**src/rtl/unioperand_pkg.sv**
```systemverilog
// Shared encodings for the unioperand accumulator processor: opcodes, FSM states,
// ALU select codes and control-word bit positions.
package unioperand_pkg;

  localparam int unsigned OP_W  = 4;
  localparam int unsigned CW_W  = 8;
  localparam int unsigned ALU_W = 3;

  localparam logic [OP_W-1:0] OP_NOP = 4'h0;
  localparam logic [OP_W-1:0] OP_LDA = 4'h1;
  localparam logic [OP_W-1:0] OP_STA = 4'h2;
  localparam logic [OP_W-1:0] OP_ADD = 4'h3;
  localparam logic [OP_W-1:0] OP_SUB = 4'h4;
  localparam logic [OP_W-1:0] OP_AND = 4'h5;
  localparam logic [OP_W-1:0] OP_OR  = 4'h6;
  localparam logic [OP_W-1:0] OP_XOR = 4'h7;
  localparam logic [OP_W-1:0] OP_LDI = 4'h8;
  localparam logic [OP_W-1:0] OP_JMP = 4'h9;
  localparam logic [OP_W-1:0] OP_JZ  = 4'hA;
  localparam logic [OP_W-1:0] OP_JNZ = 4'hB;
  localparam logic [OP_W-1:0] OP_HLT = 4'hF;

  typedef enum logic [2:0] {
    S_FETCH  = 3'd0,
    S_DECODE = 3'd1,
    S_MEM    = 3'd2,
    S_EXEC   = 3'd3,
    S_HALT   = 3'd4
  } state_t;

  localparam logic [ALU_W-1:0] ALU_PASSB = 3'b000;
  localparam logic [ALU_W-1:0] ALU_ADD   = 3'b001;
  localparam logic [ALU_W-1:0] ALU_SUB   = 3'b010;
  localparam logic [ALU_W-1:0] ALU_AND   = 3'b011;
  localparam logic [ALU_W-1:0] ALU_OR    = 3'b100;
  localparam logic [ALU_W-1:0] ALU_XOR   = 3'b101;

  localparam int unsigned CW_PC_INC  = 7;
  localparam int unsigned CW_PC_LD   = 6;
  localparam int unsigned CW_IR_LD   = 5;
  localparam int unsigned CW_ACC_LD  = 4;
  localparam int unsigned CW_ACC_SRC = 3;
  localparam int unsigned CW_DM_REQ  = 2;
  localparam int unsigned CW_DM_WE   = 1;
  localparam int unsigned CW_HALTED  = 0;

  localparam logic [1:0] FLT_NONE    = 2'b00;
  localparam logic [1:0] FLT_ILLEGAL = 2'b01;
  localparam logic [1:0] FLT_TIMEOUT = 2'b10;

  // Next-state class produced by the decoder; MEM resolution needs dm_ready and the wait counter.
  typedef enum logic [2:0] {
    NC_DECODE    = 3'd0,
    NC_RETIRE    = 3'd1,
    NC_MEM_ENTER = 3'd2,
    NC_MEM_WAIT  = 3'd3,
    NC_HALT_RET  = 3'd4,
    NC_HALT_ILL  = 3'd5,
    NC_HALT_STAY = 3'd6
  } nxt_class_t;

endpackage

```
**src/rtl/unioperand_decode.sv**
```systemverilog
// Combinational control decoder: (state, latched opcode, zf) -> control word,
// ALU select and next-state class.
module unioperand_decode
  import unioperand_pkg::*;
(
  input  state_t             state,
  input  logic [OP_W-1:0]    opcode,
  input  logic               zf,
  output logic [CW_W-1:0]    cw,
  output logic [ALU_W-1:0]   alu_op,
  output nxt_class_t         nc
);

  always_comb begin
    cw     = '0;
    alu_op = ALU_PASSB;
    nc     = NC_HALT_ILL;
    case (state)
      S_FETCH: begin
        cw[CW_PC_INC] = 1'b1;
        cw[CW_IR_LD]  = 1'b1;
        nc            = NC_DECODE;
      end
      S_DECODE: begin
        case (opcode)
          OP_NOP: nc = NC_RETIRE;
          OP_JMP: begin
            cw[CW_PC_LD] = 1'b1;
            nc           = NC_RETIRE;
          end
          OP_JZ: begin
            cw[CW_PC_LD] = zf;
            nc           = NC_RETIRE;
          end
          OP_JNZ: begin
            cw[CW_PC_LD] = ~zf;
            nc           = NC_RETIRE;
          end
          OP_LDI: begin
            cw[CW_ACC_LD]  = 1'b1;
            cw[CW_ACC_SRC] = 1'b1;
            nc             = NC_RETIRE;
          end
          OP_LDA, OP_STA, OP_ADD, OP_SUB,
          OP_AND, OP_OR, OP_XOR: nc = NC_MEM_ENTER;
          OP_HLT: nc = NC_HALT_RET;
          default: nc = NC_HALT_ILL;
        endcase
      end
      S_MEM: begin
        cw[CW_DM_REQ] = 1'b1;
        cw[CW_DM_WE]  = (opcode == OP_STA);
        nc            = NC_MEM_WAIT;
      end
      S_EXEC: begin
        cw[CW_ACC_LD] = 1'b1;
        nc            = NC_RETIRE;
        case (opcode)
          OP_ADD:  alu_op = ALU_ADD;
          OP_SUB:  alu_op = ALU_SUB;
          OP_AND:  alu_op = ALU_AND;
          OP_OR:   alu_op = ALU_OR;
          OP_XOR:  alu_op = ALU_XOR;
          default: alu_op = ALU_PASSB;
        endcase
      end
      S_HALT: begin
        cw[CW_HALTED] = 1'b1;
        nc            = NC_HALT_STAY;
      end
      default: nc = NC_HALT_ILL;
    endcase
  end

endmodule

```
**src/rtl/unioperand_mc_ctrl.sv**
```systemverilog
// Multi-cycle control unit for the unioperand processor: FSM, memory wait
// timeout, sticky fault code and saturating retired-instruction counter.
module unioperand_mc_ctrl
  import unioperand_pkg::*;
#(
  parameter int unsigned WAIT_MAX = 15,
  parameter int unsigned CNT_W    = 16
) (
  input  logic              clk,
  input  logic              rst,
  input  logic [3:0]        opcode_in,
  input  logic              zf,
  input  logic              dm_ready,
  output logic [7:0]        cw,
  output logic [2:0]        alu_op,
  output logic              j,
  output logic [2:0]        state,
  output logic [1:0]        fault,
  output logic [CNT_W-1:0]  retired
);

  localparam int unsigned WAIT_W = 8;

  state_t            state_q;
  logic [OP_W-1:0]   opcode_q;
  logic [WAIT_W-1:0] wait_q;
  logic [CW_W-1:0]   cw_dec;
  logic [ALU_W-1:0]  alu_dec;
  nxt_class_t        nc;
  logic              retire;
  logic              timeout;

  unioperand_decode u_decode (
    .state  (state_q),
    .opcode (opcode_q),
    .zf     (zf),
    .cw     (cw_dec),
    .alu_op (alu_dec),
    .nc     (nc)
  );

  // Reset gates the decoded strobes so dm_req/pc_ld drop the moment rst falls.
  assign cw     = rst ? cw_dec  : '0;
  assign alu_op = rst ? alu_dec : '0;
  assign j      = cw[CW_PC_LD];
  assign state  = state_q;

  assign timeout = !dm_ready && (wait_q == WAIT_W'(WAIT_MAX - 1));

  always_comb begin
    retire = 1'b0;
    case (nc)
      NC_RETIRE, NC_HALT_RET: retire = 1'b1;
      NC_MEM_WAIT:            retire = dm_ready && (opcode_q == OP_STA);
      default:                retire = 1'b0;
    endcase
  end

  always_ff @(posedge clk or negedge rst) begin
    if (!rst) begin
      state_q  <= S_FETCH;
      opcode_q <= OP_NOP;
      wait_q   <= '0;
      fault    <= FLT_NONE;
      retired  <= '0;
    end else begin
      if (retire && (retired != '1))
        retired <= retired + CNT_W'(1);
      case (nc)
        NC_DECODE: begin
          state_q  <= S_DECODE;
          opcode_q <= opcode_in;
        end
        NC_RETIRE: state_q <= S_FETCH;
        NC_MEM_ENTER: begin
          state_q <= S_MEM;
          wait_q  <= '0;
        end
        NC_MEM_WAIT: begin
          if (dm_ready) begin
            state_q <= (opcode_q == OP_STA) ? S_FETCH : S_EXEC;
          end else if (timeout) begin
            state_q <= S_HALT;
            if (fault == FLT_NONE)
              fault <= FLT_TIMEOUT;
          end else begin
            wait_q <= wait_q + WAIT_W'(1);
          end
        end
        NC_HALT_RET: state_q <= S_HALT;
        NC_HALT_ILL: begin
          state_q <= S_HALT;
          if (fault == FLT_NONE)
            fault <= FLT_ILLEGAL;
        end
        default: state_q <= S_HALT;
      endcase
    end
  end

endmodule

```
**config.mk**
```make
export PLATFORM = sky130hd
export DESIGN_NAME = unioperand_mc_ctrl
export DESIGN_NICKNAME = d
export VERILOG_FILES = /design/src/rtl/unioperand_pkg.sv /design/src/rtl/unioperand_decode.sv /design/src/rtl/unioperand_mc_ctrl.sv
export SDC_FILE = /design/constraint.sdc
export NUM_CORES = 1
export LEC_CHECK = 0
export ABC_AREA = 0
export BUFFER_PORTS_ARGS = -buffer_cell sky130_fd_sc_hd__buf_2
export CORE_MARGIN = 3
export CORE_UTILIZATION = 54
export DETAILED_ROUTE_END_ITERATION = 6
export PLACE_DENSITY_LB_ADDON = 0.12
export SETUP_SLACK_MARGIN = 0.15
export SYNTH_ARGS = -nofsm -noshare
export SYNTH_HDL_FRONTEND = slang
export SYNTH_HIERARCHICAL = 1
export SYNTH_SLANG_ARGS = --single-unit
```
**constraint.sdc**
```tcl
create_clock -name clk -period 2.9 [get_ports clk]
set_input_delay 0.145 -clock clk [delete_from_list [all_inputs] [get_ports clk]]
set_output_delay 0.145 -clock clk [all_outputs]
set_load 0.01 [all_outputs]
```
Word-level counts from Yosys, hierarchy flattened
Index checks and enable logic that the tools add are counted.
{"block": "totals", "memories": 0, "rom_bits": 0, "input_bits": 8, "latch_bits": 0, "elab_cells": 79, "reg_bits": 33, "output_inout_bits": 33, "ram_bits": 0}
{"block": "classes", "shift": 0, "reduce_logical": 15, "div_mod_pow": 0, "n_addsub": 2, "muxes": 27, "bitwise": 1, "n_mul": 0, "n_eq_ne": 29, "n_lt_le_gt_ge": 0}
{"op": "3-bit case mux with 5 select lines", "n": 2}
{"op": "8-bit 2-to-1 mux", "n": 3}
{"op": "4-bit equality test, second input constant", "n": 5}
{"op": "16-bit by 1-bit adder with 16-bit output, second input constant", "n": 1}
{"op": "4-bit by 3-bit equality test with 1-bit output, second input constant", "n": 4}
{"op": "16-bit inequality test, second input constant", "n": 1}
{"op": "8-bit case mux with 2 select lines", "n": 1}
{"op": "2-bit 2-to-1 mux", "n": 7}
{"op": "3-bit by 2-bit equality test with 1-bit output, second input constant", "n": 4}
{"op": "3-bit 2-to-1 mux", "n": 4}
{"op": "3-bit case mux with 4 select lines", "n": 1}
{"op": "2-bit inequality test, second input constant", "n": 5}
{"op": "3-bit equality test, second input constant", "n": 3}
{"op": "3-bit case mux with 3 select lines", "n": 1}
{"op": "8-bit by 1-bit adder with 8-bit output, second input constant", "n": 1}
{"op": "4-bit by 2-bit equality test with 1-bit output, second input constant", "n": 2}
{"op": "8-bit by 4-bit equality test with 1-bit output, second input constant", "n": 1}
{"op": "7-bit OR reduction", "n": 1}
{"op": "3-bit by 1-bit equality test with 1-bit output, second input constant", "n": 2}
{"op": "3-bit zero test", "n": 2}
{"op": "5-bit AND reduction", "n": 1}
{"op": "5-bit OR reduction", "n": 1}
{"op": "4-bit by 1-bit equality test with 1-bit output, second input constant", "n": 1}
{"op": "4-bit zero test", "n": 1}
{"op": "other kinds (12)", "n": 19}

Depth between registers and ports, before layout
Gate-level depths: netlist of the first run.
{"block": "logic_depth", "ltp_word": 8, "ltp_mapped": 11, "ltp_nobuf": 8}

Cells and area by module
Netlist of the first run, hierarchy kept.
{"mod": "unioperand_mc_ctrl", "cells_per_inst": 159, "instances": 1, "seq_area_each_um2": 825.8, "area_per_inst_um2": 1705.4}
{"mod": "unioperand_decode", "cells_per_inst": 36, "instances": 1, "seq_area_each_um2": 0.0, "area_per_inst_um2": 240.2}

Worst setup path after synthesis of the first run
OpenSTA, ideal clock, no wires.
{"block": "synth_path", "kind": "flip-flop to flip-flop", "start": "register state_q[2] (netlist: state[2])", "end": "register retired[11]", "path_stages_with_launch": 12, "setup_slack_ps": 509, "path_buffers": 3, "setup_time_ps": 126, "t_required_ps": 2774, "arrival_ps": 2265, "period_less_slack_ps": 2391, "cell_sequence": "dfrtp_1 buf_6 nand2b_4 or3b_4 o21bai_1 clkbuf_8 xnor2_1 o32ai_4 a21boi_2 buf_6 nand4_1 xnor2_1"}
{"block": "synth_via", "elab_chain_len": 6, "word_cells_on_any_way": 12, "cone_classes": "7 x eq/ne; 2 x mux; 3 x reduce/logical"}
{"item": "start, declared", "line": "unioperand_mc_ctrl.sv:24", "source": "state_t state_q;"}
{"item": "start signal, assigned", "line": "unioperand_mc_ctrl.sv:81", "source": "state_q <= (opcode_q == OP_STA) ? S_FETCH : S_EXEC;"}
{"item": "3-bit equality test (tied with other cells)", "line": "unioperand_decode.sv:18", "source": "case (state)"}
{"item": "3-bit case mux with 5 select lines *", "line": "unioperand_decode.sv:18"}
{"item": "net nc[2]", "line": "unioperand_mc_ctrl.sv:29", "source": "nxt_class_t nc;"}
{"item": "3-bit by 1-bit equality test with 1-bit output / 3-bit equality test (equally long branches)", "line": "unioperand_mc_ctrl.sv:52", "source": "case (nc)"}
{"item": "2-bit OR reduction", "line": "unioperand_mc_ctrl.sv:52"}
{"item": "1-bit case mux with 2 select lines *", "line": "unioperand_mc_ctrl.sv:52"}
{"item": "1-bit logical AND *", "line": "unioperand_mc_ctrl.sv:67", "source": "if (retire && (retired != '1))"}
{"item": "end signal, assigned", "line": "unioperand_mc_ctrl.sv:68", "source": "retired <= retired + CNT_W'(1);"}
{"item": "end, declared", "line": "unioperand_mc_ctrl.sv:19", "source": "output logic [CNT_W-1:0] retired"}
Mark *: on every way through the listed nets, which the timed path passes. The rest lies on a longest branch.
A chain may end at the register's enable or synchronous reset.

Worst setup path in the final report of the first run
Same ends and word-level chain as after synthesis.

==> out/metrics.cfg, run 1 <==
[place]
portBuffers=40
gp_congestion=0.816
placed_cells=274
post_dp_cell_area_um2=2150
place_ws_ps=401
dp_hpwl_mm=2.92

[final_layout]
fin_area_um2=2210
layout-drive-gt1-share_pct=31.6
synthToLayoutAreaGrowth_pct=13.8
fillCellCount=302
utilization_pct=64.8
layout.nets=247
antenna_cells=0
finalNonFillerCells=283

[setup_path]
max_stage_delay_ps=500
crit_buf_inv=1
worstSetupEndpointType=flip-flop
required_ps=3120
cp_max_fo=11
crit_family=simple AND/OR/NAND/NOR gates
r2r_setup_slack_ps=430
cp_num_cells=9
ff2ff_path_depth=9
start_kind=flip-flop
path_class=flip-flop to flip-flop
crit_chain=nand2b_4, or3b_4, o21bai_1, xnor2_1, o32ai_4, a21boi_2, buf_4, nand4_1, xnor2_1
arrival_ps=2690
crit_top_cell=xnor2_1
slowest_stage=dfrtp_1
regToRegEndpoint=retired[11]
timing.rr.start=state[2]

[clocking]
clk_latency_ps=330
h-tree-depth=2
numCtsBuffers=5
clkTransAtPathRegs_ps=100
cts.sinks=33
cts_tree=built
cts_root_buf=clkbuf_4
clockBufferDepth=2

[grt]
antenna_found_initial=0
grt_pass1_wl_mm=6.93
grt_max_degree=45
grt_pass1_vias=1485
grt_usage_pct=20.4
overflow=0

[yosys]
synth_top_cell_by_area=dfrtp_1
netlist_area_um2=1950
ys.flop_type=dfrtp_1
async_flop_share_pct=100
synth-edff-count=0
synth_seq_area_share_pct=42.4
synth_area_leaders=dfrtp_1 (42%), xnor2_1 (5.9%), and2_1 (3.5%), o21ai_0 (3.3%), mux2_2 (2.9%)
yosys_warnings=6
postSynthAreaPerCell_um2=9.98
yosysTopAreaCellShare_pct=42.4
ys_types=50
synth_fp_nets=206
synth_cells=195
synth-seq-cells=33

[timing]
layout_setup_ws_ps=426
slew_viol_final=0
period_needed_ps=2470
final.setup.tns_ps=0
skew_ps=6.15
max_slew.worst_pin.slew_ps=953
max_freq_ghz=0.404
rsz0062_at_grt=no
hold_viol_final=0
fin_crit_sh_pct=85.3
setup_viol_count_final=0
relSlewSlack_pct=35.7

[status]
outcome=finished clean

[floorplanning]
row_count=21
core_um2=3420
initial_core_util_pct=57.0
io_pins=41
die_x_um=66.0
dieArea_um2=4360
fp.dieH_um=66.0

[routing]
drt-total-wl_mm=4.07
firstDrtPassIters=4
viasPerCell=5.65
post_drt_wl_per_cell_um=14.4
drtIter0Drc=146
vias=1600
antenna_left=0
drcViolationCount=0

[worst_hold_path]
whs_path_depth=2
hold_class=input port to flip-flop
whs_endpoint=opcode_q[3]
hp-start=opcode_in[3]

[pwr]
p_per_area_nw_per_um2=840
ir_drop_v=0.000823
p_leak_nw=1.05

[flow_run]
cap_viol_max_count=0

-- registers in the layout, indices dropped and copies added, names as in the netlist --
register,count
wait_q,8
retired,16
state,3
opcode_q,4
fault,2
-- where the power goes --
| group | total [W] | switching [W] | internal [W] |
|---|---|---|---|
| logic | 0.000874 | 0.000459 | 0.000415 |
| registers | 0.000745 | 0.000184 | 0.000562 |
| clock network | 0.000242 | 0.000149 | 0.0000923 |
| total | 0.00186 | 0.000792 | 0.00107 |
-- cell usage in the layout (no fill, tap or decap), drive strengths merged, types with 3 or more instances in the layout --
master,n
buf,43
dfrtp,33
nand2,13
xnor2,13
o21ai,13
and2,12
nor2,11
nor3,9
and3,9
nand4,8
nand3,7
clkbuf,6
mux2,5
a31oi,5
and4,5
a21oi,5
nand2b,4
xor2,3
ha,3
o21bai,3
-- logic make-up (layout without fill, tap and decap cells) --
logic type | Yosys count | count (layout) | share of synthesized area (%)
and+or+nand+nor | 91 | 91 | 28.7
AOI/OAI and AO/OA | 35 | 35 | 12.3
DFF | 33 | 33 | 42.4
xor gates and xnor gates | 16 | 16 | 7.20
buffers and inverters | 12 | 54 | 4.50
muxes | 5 | 5 | 2.89
adders and majority gates | 3 | 3 | 1.93
-- Yosys cell counts (3+ instances only) --
cell	count
nand4_1	8
a31oi_1	5
nand2b_1	3
ha_1	3
a21oi_1	5
and3_1	6
nor2_1	11
xnor2_1	13
xor2_1	3
nand3_1	7
and4_2	4
dfrtp_1	33
nand2_1	13
buf_6	3
and3_2	3
o21ai_0	13
and2_1	11
nor3_1	8
mux2_2	5
o21bai_1	3
-- metrics by stage --
| stage | power, W | hold WS, ps |
|---|---|---|
| final | 0.00186 | 44.8 |
| after global routing | 0.00201 | 24.8 |
| after CTS | 0.00187 | 27.0 |
| after detailed placement | 0.00161 | 303 |
| after global placement | 0.00157 | 277 |
| after floorplan | 0.00142 | -151 |
-- metal layers --
metal	vias up	share of wire (%)	GRT usage (%)
met2	53	47	33.8
li1	787	-	-
met4	0	1.3	6.85
met1	754	45	25.7
met3	6	6.1	5.61
met5	-	0	0
-- repair_timing --
action / CTS / global route
endpoints found under the setup margin: 0 / 5
hold endpoints to repair: 33 / 0
hold buffers: 1 / 0
buffers inserted: 0 / 0
gates resized for setup: 0 / 2
-- final cells by class --
| class | count | area, um^2 | area share, % |
|---|---|---|---|
| Clock buffer | 6 | 41.3 | 1.86 |
| Clock inverter | 2 | 10.0 | 0.452 |
| Inverter | 2 | 7.51 | 0.339 |
| Sequential cell | 33 | 826 | 37.3 |
| Tap cell | 46 | 57.6 | 2.60 |
| Timing Repair Buffer | 44 | 233 | 10.5 |
| Multi-Input combinational cell | 150 | 1040 | 46.9 |
-- worst max-delay path by stage --
stage | startpoint | end | slack [ps]
2_1_floorplan | state[2] | retired[11] | 510
3_3_place_gp | state[2] | retired[9] | 470
3_5_place_dp | opcode_q[1] | retired[11] | 400
4_1_cts | state[1] | wait_q[2] | 350
5_1_grt | state[2] | retired[11] | 210
6_report | state[2] | retired[11] | 430
No activity file was read; power rests on OpenSTA's default activity.
==> run 2: changes to the inputs <==
--- a/config.mk
+++ b/config.mk
@@ -10,6 +10,7 @@
 export CORE_MARGIN = 3
 export CORE_UTILIZATION = 54
 export DETAILED_ROUTE_END_ITERATION = 6
+export HOLD_SLACK_MARGIN = 0.05
 export PLACE_DENSITY_LB_ADDON = 0.12
 export SETUP_SLACK_MARGIN = 0.15
 export SYNTH_ARGS = -nofsm -noshare
==> run 2 against run 1 <==
  * Global-route usage is 0.43 points higher
  * Critical path depth is the same
  * Clock skew about the same
  * Utilization increased by 1.2 points
  * Via count grew 1.5%
  * Combinational power increased by 0.7%
  * Clock-buffer cell count unchanged
  * Sequential share of layout area is 0.66 points lower
  * Largest power group unchanged
==> out/metrics.cfg, run 2 (synthesis results as in run 1) <==
[status]
outcome=finished clean

[routing]
drt-total-wl_mm=4.15  ; +2.0%
vias=1624  ; +1.5%
drcViolationCount=0  ; unchanged
antenna_left=0  ; unchanged
drtIter0Drc=174  ; +19%
viasPerCell=5.66  ; about the same
post_drt_wl_per_cell_um=14.5  ; +0.57%
firstDrtPassIters=4  ; unchanged

[setup_path]
crit_family=simple AND/OR/NAND/NOR gates
crit_chain=nand2b_4, or3b_4, o21bai_1, xnor2_1, o32ai_4, a21boi_2, buf_4, nand4_1, xnor2_1
worstSetupEndpointType=flip-flop
timing.rr.start=state[2]
path_class=flip-flop to flip-flop
startpoint=state[2]
start_kind=flip-flop
required_ps=3120  ; about the same
crit_buf_inv=1  ; unchanged
cp_max_fo=11  ; unchanged
slowest_stage=dfrtp_1
arrival_ps=2700  ; about the same
crit_top_cell=xnor2_1
max_stage_delay_ps=500  ; about the same

[final_layout]
synthToLayoutAreaGrowth_pct=15.9
reg_top3=retired x16, wait_q x8, opcode_q x4
final_cell_mix=buf_2 (40), dfrtp_1 (33), nand2_1 (13), xnor2_1 (13), o21ai_0 (13)
layout-drive-gt1-share_pct=31.1  ; -0.53 points
layout.nets=251  ; +1.6%
regMostFlops=retired
antenna_cells=0  ; unchanged
largest_reg_flops=16  ; unchanged
mostFrequentLayoutCell=buf_2
fillCellCount=299  ; -0.99%
utilization_pct=66.0  ; +1.2 points

[floorplanning]
io_pins=41  ; unchanged
dieArea_um2=4360  ; unchanged
core_um2=3420  ; unchanged
fp.dieH_um=66.0  ; unchanged
row_count=21  ; unchanged
initial_core_util_pct=57.0  ; unchanged
die_x_um=66.0  ; unchanged

[clocking]
h-tree-depth=2  ; unchanged
clkTransAtPathRegs_ps=90  ; about the same
cts_tree=built
clockBufferDepth=2  ; unchanged
cts_root_buf=clkbuf_4
cts.sinks=33  ; unchanged
clk_latency_ps=330  ; about the same
numCtsBuffers=5  ; unchanged
cts_setup_buffers=0  ; unchanged

[worst_hold_path]
hold_class=input port to flip-flop
hp-start=dm_ready

[timing]
relSlewSlack_pct=36.1  ; +0.42 points
fin_crit_sh_pct=85.7  ; +0.37 points
slew_viol_final=0  ; unchanged
period_needed_ps=2490  ; +10.8 ps
worst_hold_slack_ps=160  ; +115 ps
max_slew.worst_pin.slew_ps=946  ; -6.20 ps
skew_ps=6.34  ; +0.192 ps
max_freq_ghz=0.402  ; -0.43%
final.setup.tns_ps=0  ; unchanged
hold_viol_final=0  ; unchanged
rsz0062_at_grt=no
setup_viol_count_final=0  ; unchanged

[grt]
grt_max_degree=45  ; unchanged
grtUsageMet1_pct=25.9  ; +0.22 points
overflow=0  ; unchanged
antenna_found_initial=0  ; unchanged
use_met2_pct=34.2  ; +0.38 points
grt_use_met3_pct=5.95  ; +0.34 points
grt_pass1_vias=1526  ; +2.8%
grt_pass1_wl_mm=7.06  ; +1.9%
grt_usage_pct=20.8  ; +0.43 points
top_usage_layer=met2

[place]
gp_congestion=0.816  ; unchanged
dp_hpwl_mm=2.92  ; unchanged
portBuffers=40  ; unchanged

[pwr]
p_per_area_nw_per_um2=828  ; -1.5%
ir_drop_v=0.000834  ; +1.3%
p_leak_nw=1.06  ; +1.6%

[flow_run]
cap_viol_max_count=0  ; unchanged

## run 2: cell count changes in the layout (fill, tap and decap cells not counted), sizes merged
cell,change
dlygate4sd3,+4
## run 2: final timing paths
path	end	slack (ps)	cells after the start
worst max-delay path	retired[11]	410	9
worst min-delay path	state[1]	160	3
min in group asynchronous	retired[3]	450	2
max in group asynchronous	retired[12]	1930	2
worst min register to register	wait_q[7]	490	1
worst max register to register	retired[11]	410	9
## run 2: worst min-delay path: stages
cell and delay (ps):
buf_2 140, nand2_1 70, a31oi_1 80
## run 2: per-stage QoR
stage	std cells	area, um^2	total power [W]	setup slack, ps
6_report	287	2250	0.00187	415
5_1_grt	287	2250	0.00202	213
4_1_cts	287	2250	0.00187	347
3_5_place_dp	274	2150	0.00161	401
3_3_place_gp	274	2150	0.00157	467
2_1_floorplan	195	1950	0.00142	509
## run 2: area by class of cell
class / count / area [um^2] / area share, %
multi-input combinational: 150 / 1040 / 46.1
sequential: 33 / 826 / 36.6
timing repair buffer: 48 / 273 / 12.1
tap: 46 / 57.6 / 2.55
clock buffer: 6 / 41.3 / 1.83
clock inverter: 2 / 10.0 / 0.444
inverter: 2 / 7.51 / 0.333
## run 2: layer usage
metal	vias to the layer above	share of wire, %
met5	-	0
met4	0	1.7
met3	8	5.7
met2	57	47
met1	766	45
li1	793	-
## run 2: report_power, final
part	internal, W	switching [W]
logic	0.000419	0.000461
clock network	0.0000923	0.000150
registers	0.000561	0.000184
total	0.00107	0.000795
## run 2: what timing repair did
| item | 4_1_cts | 5_1_grt |
|---|---|---|
| endpoints found under the setup margin | 0 | 5 |
| gates resized for setup | 0 | 2 |
| endpoints found under the hold margin | 37 | 0 |
| hold buffers | 5 | 0 |
==> run 3: changes to the inputs <==
--- a/config.mk
+++ b/config.mk
@@ -7,8 +7,10 @@
 export LEC_CHECK = 0
 export ABC_AREA = 0
 export BUFFER_PORTS_ARGS = -buffer_cell sky130_fd_sc_hd__buf_2
+export CELL_PAD_IN_SITES_DETAIL_PLACEMENT = 0
+export CELL_PAD_IN_SITES_GLOBAL_PLACEMENT = 2
 export CORE_MARGIN = 3
-export CORE_UTILIZATION = 54
+export CORE_UTILIZATION = 34
 export DETAILED_ROUTE_END_ITERATION = 6
 export HOLD_SLACK_MARGIN = 0.05
 export PLACE_DENSITY_LB_ADDON = 0.12
==> run 3 against run 2 <==
  * Combinational power up 3.2%
  * Clock-buffer cell count up 1
  * Register-to-register slack about the same
  * Global-route usage down 6.6 points
  * Hold slack worse by 62 ps
  * Critical path type unchanged
==> out/metrics.cfg, run 3 (synthesis results as in run 1) <==
[pwr]
p_per_area_nw_per_um2=869  ; +4.9%
p_leak_nw=1.09  ; +2.6%
ir_drop_v=0.000353  ; -58%

[grt]
grt_pass1_wl_mm=7.31  ; +3.5%
overflow=0  ; unchanged
grt_usage_pct=14.2  ; -6.6 points
antenna_found_initial=0  ; unchanged
grt_max_degree=34  ; -24%
grt_pass1_vias=1517  ; -0.59%

[setup_path]
startpoint=opcode_q[1]
timing.rr.start=opcode_q[1]
r2r_setup_slack_ps=410  ; about the same
start_kind=flip-flop
cp-endpoint=retired[3]
worstSetupEndpointType=flip-flop
path_class=flip-flop to flip-flop
cp_max_fo=12  ; +1
required_ps=3100  ; -20 ps
arrival_ps=2700  ; about the same
regToRegEndpoint=retired[3]
ff2ff_path_depth=9  ; unchanged

[floorplanning]
row_count=26  ; +24%
initial_core_util_pct=36.7  ; -20 points
io_pins=41  ; unchanged
die_x_um=81.6  ; +24%
core_um2=5300  ; +55%
dieArea_um2=6670  ; +53%
fp.dieH_um=81.6  ; +24%

[routing]
vias=1635  ; +0.68%
viasPerCell=5.24  ; -7.4%
drt-total-wl_mm=4.37  ; +5.2%
antenna_left=0  ; unchanged
drtIter0Drc=70  ; -60%
drcViolationCount=0  ; unchanged
firstDrtPassIters=4  ; unchanged
post_drt_wl_per_cell_um=14.0  ; -3.3%

[clocking]
clkTransAtPathRegs_ps=70  ; -20 ps
clockBufferDepth=2  ; unchanged
h-tree-depth=2  ; unchanged
cts_resized=0  ; unchanged
clk_latency_ps=280  ; -50 ps
cts_hold_buffers=1  ; -4
cts_root_buf=clkbuf_8
cts.sinks=33  ; unchanged
numCtsBuffers=5  ; unchanged
cts_tree=built
cts_setup_buffers=0  ; unchanged

[place]
placed_cells=303  ; +11%
portBuffers=40  ; unchanged
dp_hpwl_mm=3.30  ; +13%
gp_congestion=0.829  ; +1.5%

[timing]
slew_viol_final=0  ; unchanged
setup_viol_count_final=0  ; unchanged
max_slew.worst_pin.slew_ps=888  ; -58.0 ps
fin_crit_sh_pct=86.0  ; +0.27 points
relSlewSlack_pct=40.0  ; +3.9 points
final.setup.tns_ps=0  ; unchanged
skew_ps=6.11  ; -0.235 ps
hold_viol_final=0  ; unchanged
rsz0062_at_grt=no
max_freq_ghz=0.401  ; -0.32%
period_needed_ps=2490  ; +7.86 ps

[final_layout]
largest_reg_flops=16  ; unchanged
antenna_cells=0  ; unchanged
layout-drive-gt1-share_pct=32.6  ; +1.5 points
finalNonFillerCells=312  ; +8.7%
synthToLayoutAreaGrowth_pct=19.5
final_cell_mix=buf_2 (40), dfrtp_1 (33), nand2_1 (13), xnor2_1 (13), o21ai_0 (13)
mostFrequentLayoutCell=buf_2
fillCellCount=528  ; +77%
reg_top3=retired x16, wait_q x8, opcode_q x4
regMostFlops=retired
utilization_pct=43.8  ; -22 points
layout.nets=252  ; +0.40%

[flow_run]
cap_viol_max_count=0  ; unchanged

[worst_hold_path]
whs_path_depth=2  ; -1
hold_class=input port to flip-flop

[status]
outcome=finished clean

run 3: cell types whose count changed in the layout (fill, tap and decap cells not counted), moves of 4 or more:
cell / change
clkbuf_8: +7
dlygate4sd3_1: -4
clkbuf_4: -5
buf_4: +5
run 3: layer usage:
layer	routed length, um	global-route usage [%]	part of all wire [%]
met5	0	0	0
met4	31	3.16	0.71
met3	233	3.51	5.3
met2	2120	23.6	48
met1	1990	18.7	45
run 3: cell type report:
cell class / count / area, um^2 / share of cell area, %
clock inverters: 1 / 5.00 / 0.215
flip-flops and latches: 33 / 826 / 35.5
inverters: 2 / 7.51 / 0.323
well taps: 70 / 87.6 / 3.77
multi-input cells: 150 / 1030 / 44.4
repair buffers: 49 / 270 / 11.6
clock buffers: 7 / 96.3 / 4.14
run 3: how the worst min path moves through the flow:
stage                             from     endpoint
after CTS                 opcode_in[1]  opcode_q[1]
after global placement             rst   retired[7]
after global routing      opcode_in[0]  opcode_q[0]
final                     opcode_in[1]  opcode_q[1]
after floorplan                    rst     fault[0]
after detailed placement           rst   retired[6]
run 3: report_power, final:
group          total (W)  internal (W)  switching, W
registers       0.000734      0.000563      0.000171
clock network   0.000377      0.000214      0.000163
logic           0.000908      0.000441      0.000467
run 3: worst max-delay path, stage by stage (launching register included):
cell	delay (ps)
dfrtp_1	480
o21bai_1	220
nand2b_1	80
a21oi_1	380
nand2_1	190
o32ai_4	280
a21boi_2	200
buf_4	190
and4_2	240
xor2_1	160
run 3: stage by stage:
stage	setup slack [ps]	cell area [um^2]	hold WS (ps)	total power (W)
after global routing	158	2320	102	0.00219
after floorplan	509	1950	-151	0.00142
after detailed placement	411	2210	202	0.00166
after global placement	478	2210	197	0.00164
after CTS	397	2320	90.9	0.00204
final	407	2320	97.7	0.00202
